<file path="config.mk">
export PLATFORM = sky130hd
export DESIGN_NAME = rr_onehot_arbiter
export DESIGN_NICKNAME = d
export VERILOG_FILES = /design/src/rtl/rr_arb_pkg.sv /design/src/rtl/onehot_mux.sv /design/src/rtl/rr_onehot_arbiter.sv
export SDC_FILE = /design/constraint.sdc
export NUM_CORES = 1
export LEC_CHECK = 0
export BUFFER_PORTS_ARGS = -buffer_cell sky130_fd_sc_hd__clkbuf_2
export CORE_ASPECT_RATIO = 1.5
export CORE_MARGIN = 2
export CORE_UTILIZATION = 50
export CTS_CLUSTER_SIZE = 8
export DETAILED_ROUTE_END_ITERATION = 6
export PLACE_DENSITY = 0.77
export SYNTH_ARGS = -nofsm -noshare
export SYNTH_HDL_FRONTEND = slang
export SYNTH_SLANG_ARGS = --single-unit
export TNS_END_PERCENT = 10
</file>
<file path="constraint.sdc">
create_clock -name clk -period 3.23 [get_ports clk]
set_clock_uncertainty 0.05 [all_clocks]
set_input_delay 0.646 -clock clk [delete_from_list [all_inputs] [get_ports clk]]
set_output_delay 0.646 -clock clk [all_outputs]
set_load 0.03 [all_outputs]
</file>
<file path="src/rtl/rr_arb_pkg.sv">
`default_nettype none
// ============================================================================
//  Module      : rr_arb_pkg
//  Description : Shared types and helpers for the round-robin one-hot arbiter.
//                Holds the FSM state type, the rotating first-set search and
//                the one-hot to index encoder.
//  Revision    : 1.0 - initial release
// ============================================================================
package rr_arb_pkg;

    // Widest requester vector the helper functions accept.
    localparam int RR_MAX_REQ = 32;
    localparam int RR_IDX_W   = 5;

    typedef enum logic {
        IDLE = 1'b0,
        BUSY = 1'b1
    } rr_state_t;

    // Round-robin pick over the low n bits of req, starting at index ptr.
    // Equivalent to rotating req right by ptr, taking the first set bit and
    // rotating the result back. The result is one-hot, or zero if req is zero.
    function automatic logic [RR_MAX_REQ-1:0] rr_pick(
        input int                    n,
        input int                    ptr,
        input logic [RR_MAX_REQ-1:0] req
    );
        logic [RR_MAX_REQ-1:0] res;
        logic                  found;
        int                    idx;
        res   = '0;
        found = 1'b0;
        for (int i = 0; i < RR_MAX_REQ; i++) begin
            if (i < n) begin
                idx = ptr + i;
                if (idx >= n) begin
                    idx = idx - n;
                end
                if (!found && req[idx]) begin
                    res[idx] = 1'b1;
                    found    = 1'b1;
                end
            end
        end
        return res;
    endfunction

    // Encode a one-hot vector into its bit index (zero for an all-zero input).
    function automatic logic [RR_IDX_W-1:0] onehot2idx(
        input logic [RR_MAX_REQ-1:0] oh
    );
        logic [RR_IDX_W-1:0] idx;
        idx = '0;
        for (int i = 0; i < RR_MAX_REQ; i++) begin
            if (oh[i]) begin
                idx = idx | RR_IDX_W'(i);
            end
        end
        return idx;
    endfunction

endpackage
`default_nettype wire

</file>
<file path="src/rtl/onehot_mux.sv">
`default_nettype none
// ============================================================================
//  Module      : onehot_mux
//  Description : AND-OR multiplexer driven by a one-hot select. With at most
//                one select bit set, no priority logic is needed; an all-zero
//                select yields zero.
//  Revision    : 1.0 - initial release
// ============================================================================
module onehot_mux #(
    parameter int NUM_REQ = 4,
    parameter int WIDTH   = 8
) (
    input  logic [NUM_REQ-1:0]       i_sel,
    input  logic [NUM_REQ*WIDTH-1:0] i_data,
    output logic [WIDTH-1:0]         o_data
);

    logic [WIDTH-1:0] w_acc;

    // OR together every data slice masked by its select bit.
    always_comb begin
        w_acc = '0;
        for (int i = 0; i < NUM_REQ; i++) begin
            w_acc = w_acc | (i_data[i*WIDTH +: WIDTH] & {WIDTH{i_sel[i]}});
        end
    end

    assign o_data = w_acc;

endmodule
`default_nettype wire

</file>
<file path="src/rtl/rr_onehot_arbiter.sv">
`default_nettype none
// ============================================================================
//  Module      : rr_onehot_arbiter
//  Description : Round-robin arbiter with a registered one-hot grant, bounded
//                grant hold time and zero-bubble hand-over. The granted
//                requester's data is steered out through a one-hot mux.
//  Revision    : 1.0 - initial release
// ============================================================================
module rr_onehot_arbiter
    import rr_arb_pkg::*;
#(
    parameter int NUM_REQ  = 4,
    parameter int WIDTH    = 8,
    parameter int MAX_HOLD = 8
) (
    input  logic                     clk,
    input  logic                     reset,
    input  logic [NUM_REQ-1:0]       req_i,
    input  logic [NUM_REQ*WIDTH-1:0] data_i,
    output logic [NUM_REQ-1:0]       grant_o,
    output logic                     valid_o,
    output logic [WIDTH-1:0]         data_o
);

    localparam int PTR_W = $clog2(NUM_REQ);
    localparam int CNT_W = $clog2(MAX_HOLD + 1);

    rr_state_t          r_state;
    logic [PTR_W-1:0]   r_ptr;
    logic [CNT_W-1:0]   r_hold_cnt;
    logic [NUM_REQ-1:0] r_grant;

    rr_state_t          w_state_nxt;
    logic [PTR_W-1:0]   w_ptr_nxt;
    logic [CNT_W-1:0]   w_hold_cnt_nxt;
    logic [NUM_REQ-1:0] w_grant_nxt;

    logic [PTR_W-1:0]   w_g_idx;
    logic [PTR_W-1:0]   w_next_start;
    logic [NUM_REQ-1:0] w_pick_idle;
    logic [NUM_REQ-1:0] w_pick_rel;
    logic               w_release;

    // Index of the current holder and the slot just after it (wrapping).
    assign w_g_idx      = PTR_W'(onehot2idx(RR_MAX_REQ'(r_grant)));
    assign w_next_start = (w_g_idx == PTR_W'(NUM_REQ - 1)) ? '0 : (w_g_idx + 1'b1);

    // Candidate grants: from the stored pointer when idle, and from the slot
    // after the holder on release so a timed-out holder drops to last place.
    assign w_pick_idle = NUM_REQ'(rr_pick(NUM_REQ, int'(r_ptr), RR_MAX_REQ'(req_i)));
    assign w_pick_rel  = NUM_REQ'(rr_pick(NUM_REQ, int'(w_next_start), RR_MAX_REQ'(req_i)));

    // Holder lets go when it stops requesting or has used its full window.
    assign w_release = (~|(req_i & r_grant)) || (r_hold_cnt == CNT_W'(MAX_HOLD));

    // State, pointer, hold counter and grant registers.
    always_ff @(posedge clk) begin
        if (reset) begin
            r_state    <= IDLE;
            r_ptr      <= '0;
            r_hold_cnt <= '0;
            r_grant    <= '0;
        end else begin
            r_state    <= w_state_nxt;
            r_ptr      <= w_ptr_nxt;
            r_hold_cnt <= w_hold_cnt_nxt;
            r_grant    <= w_grant_nxt;
        end
    end

    // Next-state logic: grant from idle, hold, or hand over without a bubble.
    always_comb begin
        w_state_nxt    = r_state;
        w_ptr_nxt      = r_ptr;
        w_hold_cnt_nxt = r_hold_cnt;
        w_grant_nxt    = r_grant;
        unique case (r_state)
            IDLE: begin
                w_grant_nxt = '0;
                if (|req_i) begin
                    w_grant_nxt    = w_pick_idle;
                    w_hold_cnt_nxt = CNT_W'(1);
                    w_state_nxt    = BUSY;
                end
            end
            BUSY: begin
                if (w_release) begin
                    w_ptr_nxt   = w_next_start;
                    w_grant_nxt = w_pick_rel;
                    if (|w_pick_rel) begin
                        w_hold_cnt_nxt = CNT_W'(1);
                    end else begin
                        w_hold_cnt_nxt = '0;
                        w_state_nxt    = IDLE;
                    end
                end else begin
                    w_hold_cnt_nxt = r_hold_cnt + 1'b1;
                end
            end
            default: begin
                w_state_nxt    = IDLE;
                w_grant_nxt    = '0;
                w_hold_cnt_nxt = '0;
            end
        endcase
    end

    onehot_mux #(
        .NUM_REQ (NUM_REQ),
        .WIDTH   (WIDTH)
    ) u_mux (
        .i_sel  (r_grant),
        .i_data (data_i),
        .o_data (data_o)
    );

    assign grant_o = r_grant;
    assign valid_o = |r_grant;

endmodule
`default_nettype wire

</file>
==> results of run 1 <==
[cells by family (layout without fill, tap and decap cells)]
kind of cell | Yosys count | after routing | synth area share
AO/OA/AOI/OAI | 66 | 66 | 0.345
flip-flops | 11 | 11 | 0.156
multiplexers | 7 | 7 | 0.104
buffers and inverters | 23 | 71 | 0.0717
AND/OR/NAND/NOR | 55 | 55 | 0.190
adder cells (fa/ha/maj) | 15 | 15 | 0.133
[power groups by stage]
stage | clock, W | combinational (W) | sequential [W]
6_report | 0.000139 | 0.00136 | 0.000252
5_1_grt | 0.000148 | 0.00150 | 0.000259
4_1_cts | 0.000140 | 0.00135 | 0.000250
3_5_place_dp | 0 | 0.00135 | 0.000253
3_3_place_gp | 0 | 0.00129 | 0.000250
2_1_floorplan | 0 | 0.00102 | 0.000266
[worst max-delay path by stage]
stage	startpoint	endpoint	slack [ns]	cells past startpoint
after floorplan	grant_o[3]$_SDFFE_PP0P_	r_hold_cnt[0]$_SDFFE_PP0P_	0.50	10
after global placement	grant_o[3]$_SDFFE_PP0P_	r_hold_cnt[0]$_SDFFE_PP0P_	0.50	9
after detailed placement	grant_o[3]$_SDFFE_PP0P_	r_hold_cnt[0]$_SDFFE_PP0P_	0.37	9
after CTS	grant_o[3]$_SDFFE_PP0P_	r_hold_cnt[0]$_SDFFE_PP0P_	0.36	9
after global routing	grant_o[3]$_SDFFE_PP0P_	r_hold_cnt[0]$_SDFFE_PP0P_	0.06	9
final	grant_o[3]$_SDFFE_PP0P_	r_hold_cnt[0]$_SDFFE_PP0P_	0.31	9
[synth_stat cells, types with 2 or more instances]
cell      count
nand2_1      26
a22oi_1      19
ha_1         15
inv_1        12
dfxtp_1      11
o21ai_0      11
a21oi_1      10
nor2_1       10
a221oi_1      6
buf_2         6
mux4_2        6
clkbuf_1      4
o221a_2       3
a211oi_2      2
a21o_1        2
a22o_1        2
and2_1        2
and3_1        2
nand3_1       2
nand3b_1      2
nor2_2        2
nor3_1        2
o21a_1        2
or3_1         2
[registers in the layout, summed over array words and instances, names as in the netlist]
signal and count:
r_state 1, r_hold_cnt 4, grant_o 4, r_ptr 2
[tightest hold or removal path, cell delays in order (launching register included)]
cell and delay, ns:
dfxtp_1 0.31, o21ai_0 0.08, a21oi_1 0.06
[per-stage QoR]
step | utilization | cells | hold slack (ns)
after floorplan | - | 177 | 0.402
after CTS | 0.648 | 262 | 0.447
after global placement | 0.632 | 258 | 0.420
after global routing | 0.648 | 262 | 0.470
after detailed placement | 0.632 | 258 | 0.438
final | 0.648 | 262 | 0.449
[layout make-up]
cell class,instances,share of cell area
inverters,12,0.0260
well taps,37,0.0267
repair buffers,55,0.166
flip-flops and latches,11,0.127
clock buffers,4,0.0260
multi-input cells,143,0.629
[layer usage]
layer / vias up / share of wire / GRT usage
met5: - / 0 / 0
li1: 763 / - / -
met4: 0 / 0.013 / 0.0772
met2: 88 / 0.50 / 0.450
met3: 9 / 0.094 / 0.0262
met1: 734 / 0.39 / 0.283
==> run_results.csv, run 1 <==
group,metric,value,unit
status,status,"finished, final reports clean",
synth,synth.largest_area_cell,"dfxtp_1",
cts,path_clk_slew,0.05,ns
drt,vias,1594,
synth,synth_ff_type,"dfxtp_1",
drt,drtAntennaViolNets,0,
setup_path,arrival,3.00,ns
sta,setup_ws,0.310,ns
synth,synth_edf_count,0,
die,num_rows,23,
drt,totalWireLength,3870,µm
drt,drt-initial-drc-count,60,
power_and_ir_drop,clkPwrFrac,0.079,
cts,ctsRootBufferMaster,"clkbuf_8",
power_and_ir_drop,switching_share,0.548,
run,drv_cap,0,
setup_path,cp_slowest_cell,"ha_1",
cts,cts-buffers-inserted,3,
sta,drv_slew,0,
synth,ys_seq_elements,11,
synth,async_flop_share,0,
die,die_height,69.1,µm
sta,min_period,2.92,ns
placed_design,dp_hpwl,3000,µm
synth,synth_cell_types,40,
finish,drive_gt1_frac,0.338,
placed_design,gp_congestion,0.909,
cts,cts_max_level,1,
setup_path,cp_top_family,"compound AO/OA/AOI/OAI gates",
finish,num_antenna_cells,0,
finish,final_common_cell,"clkbuf_2",
worst_hold_path,min_to,"r_hold_cnt[3]$_SDFFE_PP0P_",
sta,hold_viol,0,
finish,final_area,1740,µm²
placed_design,placed_area,1690,µm²
die,ios,51,
finish,syn2layout_area_growth,22.9,%
power_and_ir_drop,internal_power,0.000792,W
synth,seq_area_frac_synth,0.156,
synth,synth_warnings,0,
power_and_ir_drop,netSwitchingPower,0.000961,W
setup_path,reg2reg_to,"r_hold_cnt[0]$_SDFFE_PP0P_",
die,initial_core_util,0.528,
power_and_ir_drop,ir_worst_vdd,0.473,mV
drt,vias_per_cell,6.08,
synth,syn_area,1410,µm²
placed_design,io_buffers,50,
global_route,grt_pass1_wl,6260,µm
worst_hold_path,hold_class,"register to register",
drt,firstDrtPassIters,5,
synth,synth_top_area_frac,0.156,
sta,slew_headroom,0.708,
cts,ctsHoldBuffers,0,
cts,cts_sinks,11,
die,coreArea,2680,µm²
synth,yosys-top-cells-area,"dfxtp_1, ha_1, a22oi_1",
drt,drcViolationCount,0,
global_route,antenna_found_initial,0,
power_and_ir_drop,pwr-share-comb,0.777,
finish,mostFrequentLayoutCells,"clkbuf_2, nand2_1, a22oi_1",
power_and_ir_drop,power,0.00175,W
drt,drt-wirelength-per-cell,14.8,µm
setup_path,start_kind,"register",
setup_path,cp-end-kind,"register",
global_route,grt_pass1_vias,1509,
cts,cts_setup_buffers,0,
worst_hold_path,hold_start,"r_hold_cnt[3]$_SDFFE_PP0P_",
synth,syn_inst,177,
worst_hold_path,whs_path_depth,2,
setup_path,cp_max_fo,10,
cts,cts_buffer_depth,2,
cts,clk_latency,0.24,ns
sta,final.setup.tns,0,ns
sta,grt_setup_unrepaired,"no",
setup_path,critPathRequiredTime,3.31,ns
finish,multi_input_area,1090,µm²
sta,layout_worst_path_cycle_share,0.904,
finish,fin_nets,279,
die,die_x,47.4,µm
setup_path,cp_num_buf_inv,1,
setup_path,worst-setup-path-type,"register to register",
sta,tightestPinTransition,0.438,ns
finish,register_area,220,µm²
setup_path,r2r_start,"grant_o[3]$_SDFFE_PP0P_",
power_and_ir_drop,power_density,1010,nW/µm²
synth,syn_nets,230,
global_route,grt_max_degree,18,
setup_path,max_stage_delay,0.41,ns
cts,post_cts_resized,0,
placed_design,pre_cts_ws,0.372,ns
global_route,gr-total-overflow,0,
setup_path,r2r_slack,0.31,ns
sta,setup_viol,0,
die,die_area,3280,µm²
setup_path,ff2ff_path_depth,9,
setup_path,cp_cell_sequence,"nor2_2, inv_1, ha_1, mux4_2, nand2_1, o21ai_0, a221oi_1, a41oi_2, a32o_1",
cts,cts_tree,"built",
sta,fmax,343,MHz
synth,synth.avg_cell_area,7.98,µm²
finish,nFillCells,238,
power_and_ir_drop,p_leak,0.811,nW
power_and_ir_drop,p_seq_frac,0.144,
global_route,grt_usage,0.250,
(Power assumes the default switching activity.)
==> run 2, diff against run 1 <==
--- a/config.mk
+++ b/config.mk
@@ -8,10 +8,10 @@
 export BUFFER_PORTS_ARGS = -buffer_cell sky130_fd_sc_hd__clkbuf_2
 export CORE_ASPECT_RATIO = 1.5
 export CORE_MARGIN = 2
-export CORE_UTILIZATION = 50
+export CORE_UTILIZATION = 27
 export CTS_CLUSTER_SIZE = 8
 export DETAILED_ROUTE_END_ITERATION = 6
-export PLACE_DENSITY = 0.77
+export PLACE_DENSITY = 0.46
 export SYNTH_ARGS = -nofsm -noshare
 export SYNTH_HDL_FRONTEND = slang
 export SYNTH_SLANG_ARGS = --single-unit
==> constraint.sdc (replaced) <==
create_clock -name clk -period 2.9 [get_ports clk]
set_clock_uncertainty 0.05 [all_clocks]
set_input_delay 0.58 -clock clk [delete_from_list [all_inputs] [get_ports clk]]
set_output_delay 0.58 -clock clk [all_outputs]
set_load 0.03 [all_outputs]
==> run_results.csv, run 2 (synthesis gave the netlist of run 1 again) <==
group,metric,value,unit
status,status,"finished, final reports clean",
drt,totalWireLength,4370,µm
setup_path,cp-end-kind,"register",
setup_path,cp_cell_sequence,"inv_1, ha_1, mux4_2, a21boi_1, nor2_1, and2_1, a221oi_1, nor2_1, o221a_2",
global_route,grt_pass1_wl,7260,µm
setup_path,max_stage_delay,0.48,ns
drt,drtAntennaViolNets,0,
die,die_height,92.6,µm
cts,cts_max_level,1,
drt,drt-initial-drc-count,31,
sta,tightestPinTransition,0.514,ns
setup_path,worst-setup-path-type,"register to register",
global_route,grt_max_degree,18,
finish,final_common_cell,"clkbuf_2",
global_route,antenna_found_initial,0,
die,coreArea,5080,µm²
placed_design,gp_congestion,0.828,
setup_path,path_common_cell,"nor2_1",
finish,final_area,1800,µm²
sta,drv_slew,0,
worst_hold_path,min_to,"r_hold_cnt[3]$_SDFFE_PP0P_",
drt,vias,1569,
placed_design,placed_area,1750,µm²
sta,grt_setup_unrepaired,"no",
global_route,grt_pass1_vias,1532,
sta,slew_headroom,0.657,
setup_path,ff2ff_path_depth,9,
drt,vias_per_cell,5.30,
setup_path,start_kind,"register",
power_and_ir_drop,ir_worst_vdd,0.300,mV
worst_hold_path,whs_path_depth,2,
setup_path,r2r_start,"r_ptr[1]$_SDFFE_PP0P_",
setup_path,critPathRequiredTime,2.98,ns
setup_path,arrival,2.81,ns
setup_path,cp_max_fo,7,
setup_path,cp_slowest_cell,"dfxtp_1",
sta,setup_viol,0,
sta,min_period,2.73,ns
worst_hold_path,hold_start,"r_hold_cnt[3]$_SDFFE_PP0P_",
die,die_x,63.1,µm
die,num_rows,32,
finish,syn2layout_area_growth,27.2,%
placed_design,dp_hpwl,3510,µm
cts,clk_latency,0.24,ns
drt,drcViolationCount,0,
finish,mostFrequentLayoutCells,"clkbuf_2, nand2_1, a22oi_1",
worst_hold_path,hold_class,"register to register",
cts,cts-buffers-inserted,3,
die,initial_core_util,0.278,
global_route,grt_usage,0.155,
finish,nFillCells,530,
power_and_ir_drop,p_leak,0.826,nW
finish,fin_nets,282,
cts,ctsRootBufferMaster,"clkbuf_8",
placed_design,io_buffers,50,
drt,drt-wirelength-per-cell,14.8,µm
power_and_ir_drop,power_density,1120,nW/µm²
sta,final.setup.tns,0,ns
finish,utilization,0.353,
finish,num_antenna_cells,0,
cts,path_clk_slew,0.05,ns
setup_path,reg2reg_to,"grant_o[2]$_SDFFE_PP0P_",
sta,fmax,366,MHz
cts,cts_tree,"built",
setup_path,r2r_slack,0.17,ns
cts,cts_buffer_depth,2,
sta,hold_viol,0,
sta,layout_worst_path_cycle_share,0.942,
run,drv_cap,0,
finish,drive_gt1_frac,0.346,
die,die_area,5840,µm²
cts,cts_sinks,11,
global_route,gr-total-overflow,0,
drt,firstDrtPassIters,4,
die,ios,51,
-- run 2: through the flow --
stage	instances	power (W)	setup WS, ns	hold WS, ns
4_1_cts	296	0.00202	0.0798	0.450
6_report	296	0.00200	0.168	0.448
3_3_place_gp	292	0.00187	0.0606	0.433
3_5_place_dp	292	0.00186	0.101	0.441
2_1_floorplan	177	0.00143	0.168	0.402
5_1_grt	296	0.00220	0.0282	0.521
-- run 2: power breakdown --
part           leakage, nW  internal (W)  switching (W)
registers           0.0904      0.000202      0.0000848
clock network       0.0228     0.0000968      0.0000602
logic                0.713      0.000613       0.000949
total                0.826      0.000911        0.00109
-- run 2: worst max-delay path by stage --
stage                                       start                    endpoint  slack (ns)  depth (start not counted)
after detailed placement    r_ptr[1]$_SDFFE_PP0P_     grant_o[2]$_SDFFE_PP0P_        0.10                          9
after floorplan           grant_o[3]$_SDFFE_PP0P_  r_hold_cnt[0]$_SDFFE_PP0P_        0.17                         10
after global placement      r_ptr[1]$_SDFFE_PP0P_     grant_o[2]$_SDFFE_PP0P_        0.06                          9
after global routing        r_ptr[1]$_SDFFE_PP0P_     grant_o[2]$_SDFFE_PP0P_        0.03                          9
after CTS                   r_ptr[1]$_SDFFE_PP0P_     grant_o[2]$_SDFFE_PP0P_        0.08                          9
final                       r_ptr[1]$_SDFFE_PP0P_     grant_o[2]$_SDFFE_PP0P_        0.17                          9
-- run 2: what timing repair did --
item                       4_1_cts  5_1_grt
setup endpoints to repair        0        2
hold buffers                     0        0
resized for setup                0        1
setup buffers                    0        0
-- run 2: area by class of cell --
type	count	area, µm²	area share
inverter	12	45.0	0.0251
multi-input combinational	143	1090	0.607
timing repair buffer	58	310	0.173
tap	68	85.1	0.0474
sequential	11	220	0.123
clock buffer	4	45.0	0.0251
-- run 2: metal layers --
layer  GRT usage  share of wire
met1       0.167           0.40
met2       0.299           0.51
met3      0.0170          0.059
met4      0.0685          0.032
met5           0              0
-- run 2: critical path, delay by kind of cell (launching register included) --
| family | cells | cell delay (ns) |
|---|---|---|
| buffers and inverters | 1 | 0.13 |
| AND/OR/NAND/NOR | 3 | 0.38 |
| flip-flops | 1 | 0.48 |
| multiplexers | 1 | 0.37 |
| AO/OA/AOI/OAI | 3 | 0.88 |
| adder cells (fa/ha/maj) | 1 | 0.33 |
==> run 3, diff against run 2 <==
--- a/config.mk
+++ b/config.mk
@@ -12,6 +12,7 @@
 export CTS_CLUSTER_SIZE = 8
 export DETAILED_ROUTE_END_ITERATION = 6
 export PLACE_DENSITY = 0.46
+export RECOVER_POWER = 25
 export SYNTH_ARGS = -nofsm -noshare
 export SYNTH_HDL_FRONTEND = slang
 export SYNTH_SLANG_ARGS = --single-unit
==> constraint.sdc (replaced) <==
create_clock -name clk -period 2.75 [get_ports clk]
set_clock_uncertainty 0.05 [all_clocks]
set_input_delay 0.55 -clock clk [delete_from_list [all_inputs] [get_ports clk]]
set_output_delay 0.55 -clock clk [all_outputs]
set_load 0.03 [all_outputs]
==> run_results.csv, run 3 (synthesis gave the netlist of run 1 again) <==
group,metric,value,unit
status,status,"finished, final reports clean",
sta,hold-worst-slack,0.447,ns
cts,path_clk_slew,0.05,ns
die,die_height,92.6,µm
sta,hold_viol,0,
drt,drtAntennaViolNets,0,
finish,num_antenna_cells,0,
global_route,grt_usage,0.154,
power_and_ir_drop,power_density,1180,nW/µm²
cts,cts_setup_buffers,0,
drt,drt-initial-drc-count,41,
placed_design,dp_hpwl,3560,µm
setup_path,worst-setup-path-type,"register to register",
run,drv_cap,0,
finish,fin_nets,287,
finish,mostFrequentLayoutCells,"clkbuf_2, nand2_1, a22oi_1",
die,num_rows,32,
drt,wl_met3,287,µm
placed_design,placed_area,1790,µm²
setup_path,cp_max_fo,14,
worst_hold_path,hold_class,"register to register",
drt,drcViolationCount,0,
drt,firstDrtPassIters,4,
sta,setup_viol,0,
drt,vias,1584,
cts,ctsRootBufferMaster,"clkbuf_8",
power_and_ir_drop,power,0.00216,W
finish,syn2layout_area_growth,29.1,%
cts,cts_sinks,11,
global_route,grt_max_degree,15,
global_route,gr-total-overflow,0,
placed_design,gp_congestion,0.831,
cts,clk_latency,0.24,ns
setup_path,arrival,2.65,ns
cts,cts_buffer_depth,2,
die,ios,51,
sta,grt_setup_unrepaired,"no",
cts,cts_max_level,1,
cts,post_cts_resized,0,
sta,drv_slew,0,
setup_path,critPathRequiredTime,2.84,ns
sta,final.setup.tns,0,ns
drt,wl_met1,1730,µm
die,die_x,63.1,µm
placed_design,placedCellCount,297,
drt,drt-wirelength-per-cell,14.8,µm
power_and_ir_drop,p_leak,0.834,nW
placed_design,io_buffers,50,
finish,drive_gt1_frac,0.339,
cts,ctsHoldBuffers,0,
sta,tightestPinTransition,0.665,ns
drt,totalWireLength,4450,µm
sta,layout_worst_path_cycle_share,0.934,
global_route,antenna_found_initial,0,
setup_path,r2r_slack,0.18,ns
finish,final_area,1820,µm²
die,initial_core_util,0.278,
drt,vias_per_cell,5.26,
power_and_ir_drop,ir_worst_vdd,0.327,mV
drt,wl_met2,2310,µm
die,die_area,5840,µm²
die,coreArea,5080,µm²
setup_path,start_kind,"register",
drt,top_layer,"met4",
cts,cts_tree,"built",
cts,cts-buffers-inserted,3,
setup_path,cp-end-kind,"register",
global_route,grt_pass1_vias,1522,
global_route,grt_pass1_wl,7250,µm
finish,final_cells,301,
sta,min_period,2.57,ns
sta,fmax,390,MHz
sta,slew_headroom,0.557,
finish,final_common_cell,"clkbuf_2",
run 3: cell count changes in the layout (fill, tap and decap cells not counted):
cell / previous run / this run
o21ai_1: 1 / 0
clkbuf_2: 50 / 47
o21ai_0: 11 / 12
buf_4: 8 / 11
clkbuf_1: 1 / 6
run 3: final timing paths:
| kind | startpoint | to | cells after the start |
|---|---|---|---|
| hold reg to reg | r_hold_cnt[2]$_SDFFE_PP0P_ | r_hold_cnt[2]$_SDFFE_PP0P_ | 2 |
| setup reg to reg | grant_o[2]$_SDFFE_PP0P_ | r_hold_cnt[0]$_SDFFE_PP0P_ | 7 |
| hold / removal | r_hold_cnt[2]$_SDFFE_PP0P_ | r_hold_cnt[2]$_SDFFE_PP0P_ | 2 |
| setup / recovery | grant_o[2]$_SDFFE_PP0P_ | r_hold_cnt[0]$_SDFFE_PP0P_ | 7 |
run 3: stage by stage:
stage / utilization / setup WS (ns)
floorplan: - / 0.0177
global placement: 0.352 / 0.208
detailed placement: 0.352 / 0.189
CTS: 0.361 / 0.212
global route: 0.359 / 0.0224
finish: 0.359 / 0.183
run 3: area by class of cell:
cell class | instances | area [µm²]
Clock buffer | 4 | 45.0
Fill cell | 539 | 3260
Inverter | 12 | 45.0
Multi-Input combinational cell | 143 | 1090
Sequential cell | 11 | 220
Tap cell | 68 | 85.1
Timing Repair Buffer | 63 | 337
run 3: routing by layer:
metal	vias up	global-route usage
met4	0	0.0667
met5	-	0
met3	12	0.0231
met2	65	0.299
li1	778	-
met1	729	0.159
run 3: worst max-delay path, stage by stage, from the launching register on:
cell	delay (ns)
dfxtp_1	0.34
clkbuf_1	0.32
or3b_2	0.54
a21oi_1	0.25
nor4_4	0.09
a221oi_1	0.43
a41oi_2	0.21
a32o_1	0.24
run 3: where the power goes:
part	internal (W)	switching, W
clock	0.000102	0.0000686
combinational	0.000665	0.00103
sequential	0.000213	0.0000782
total	0.000980	0.00118
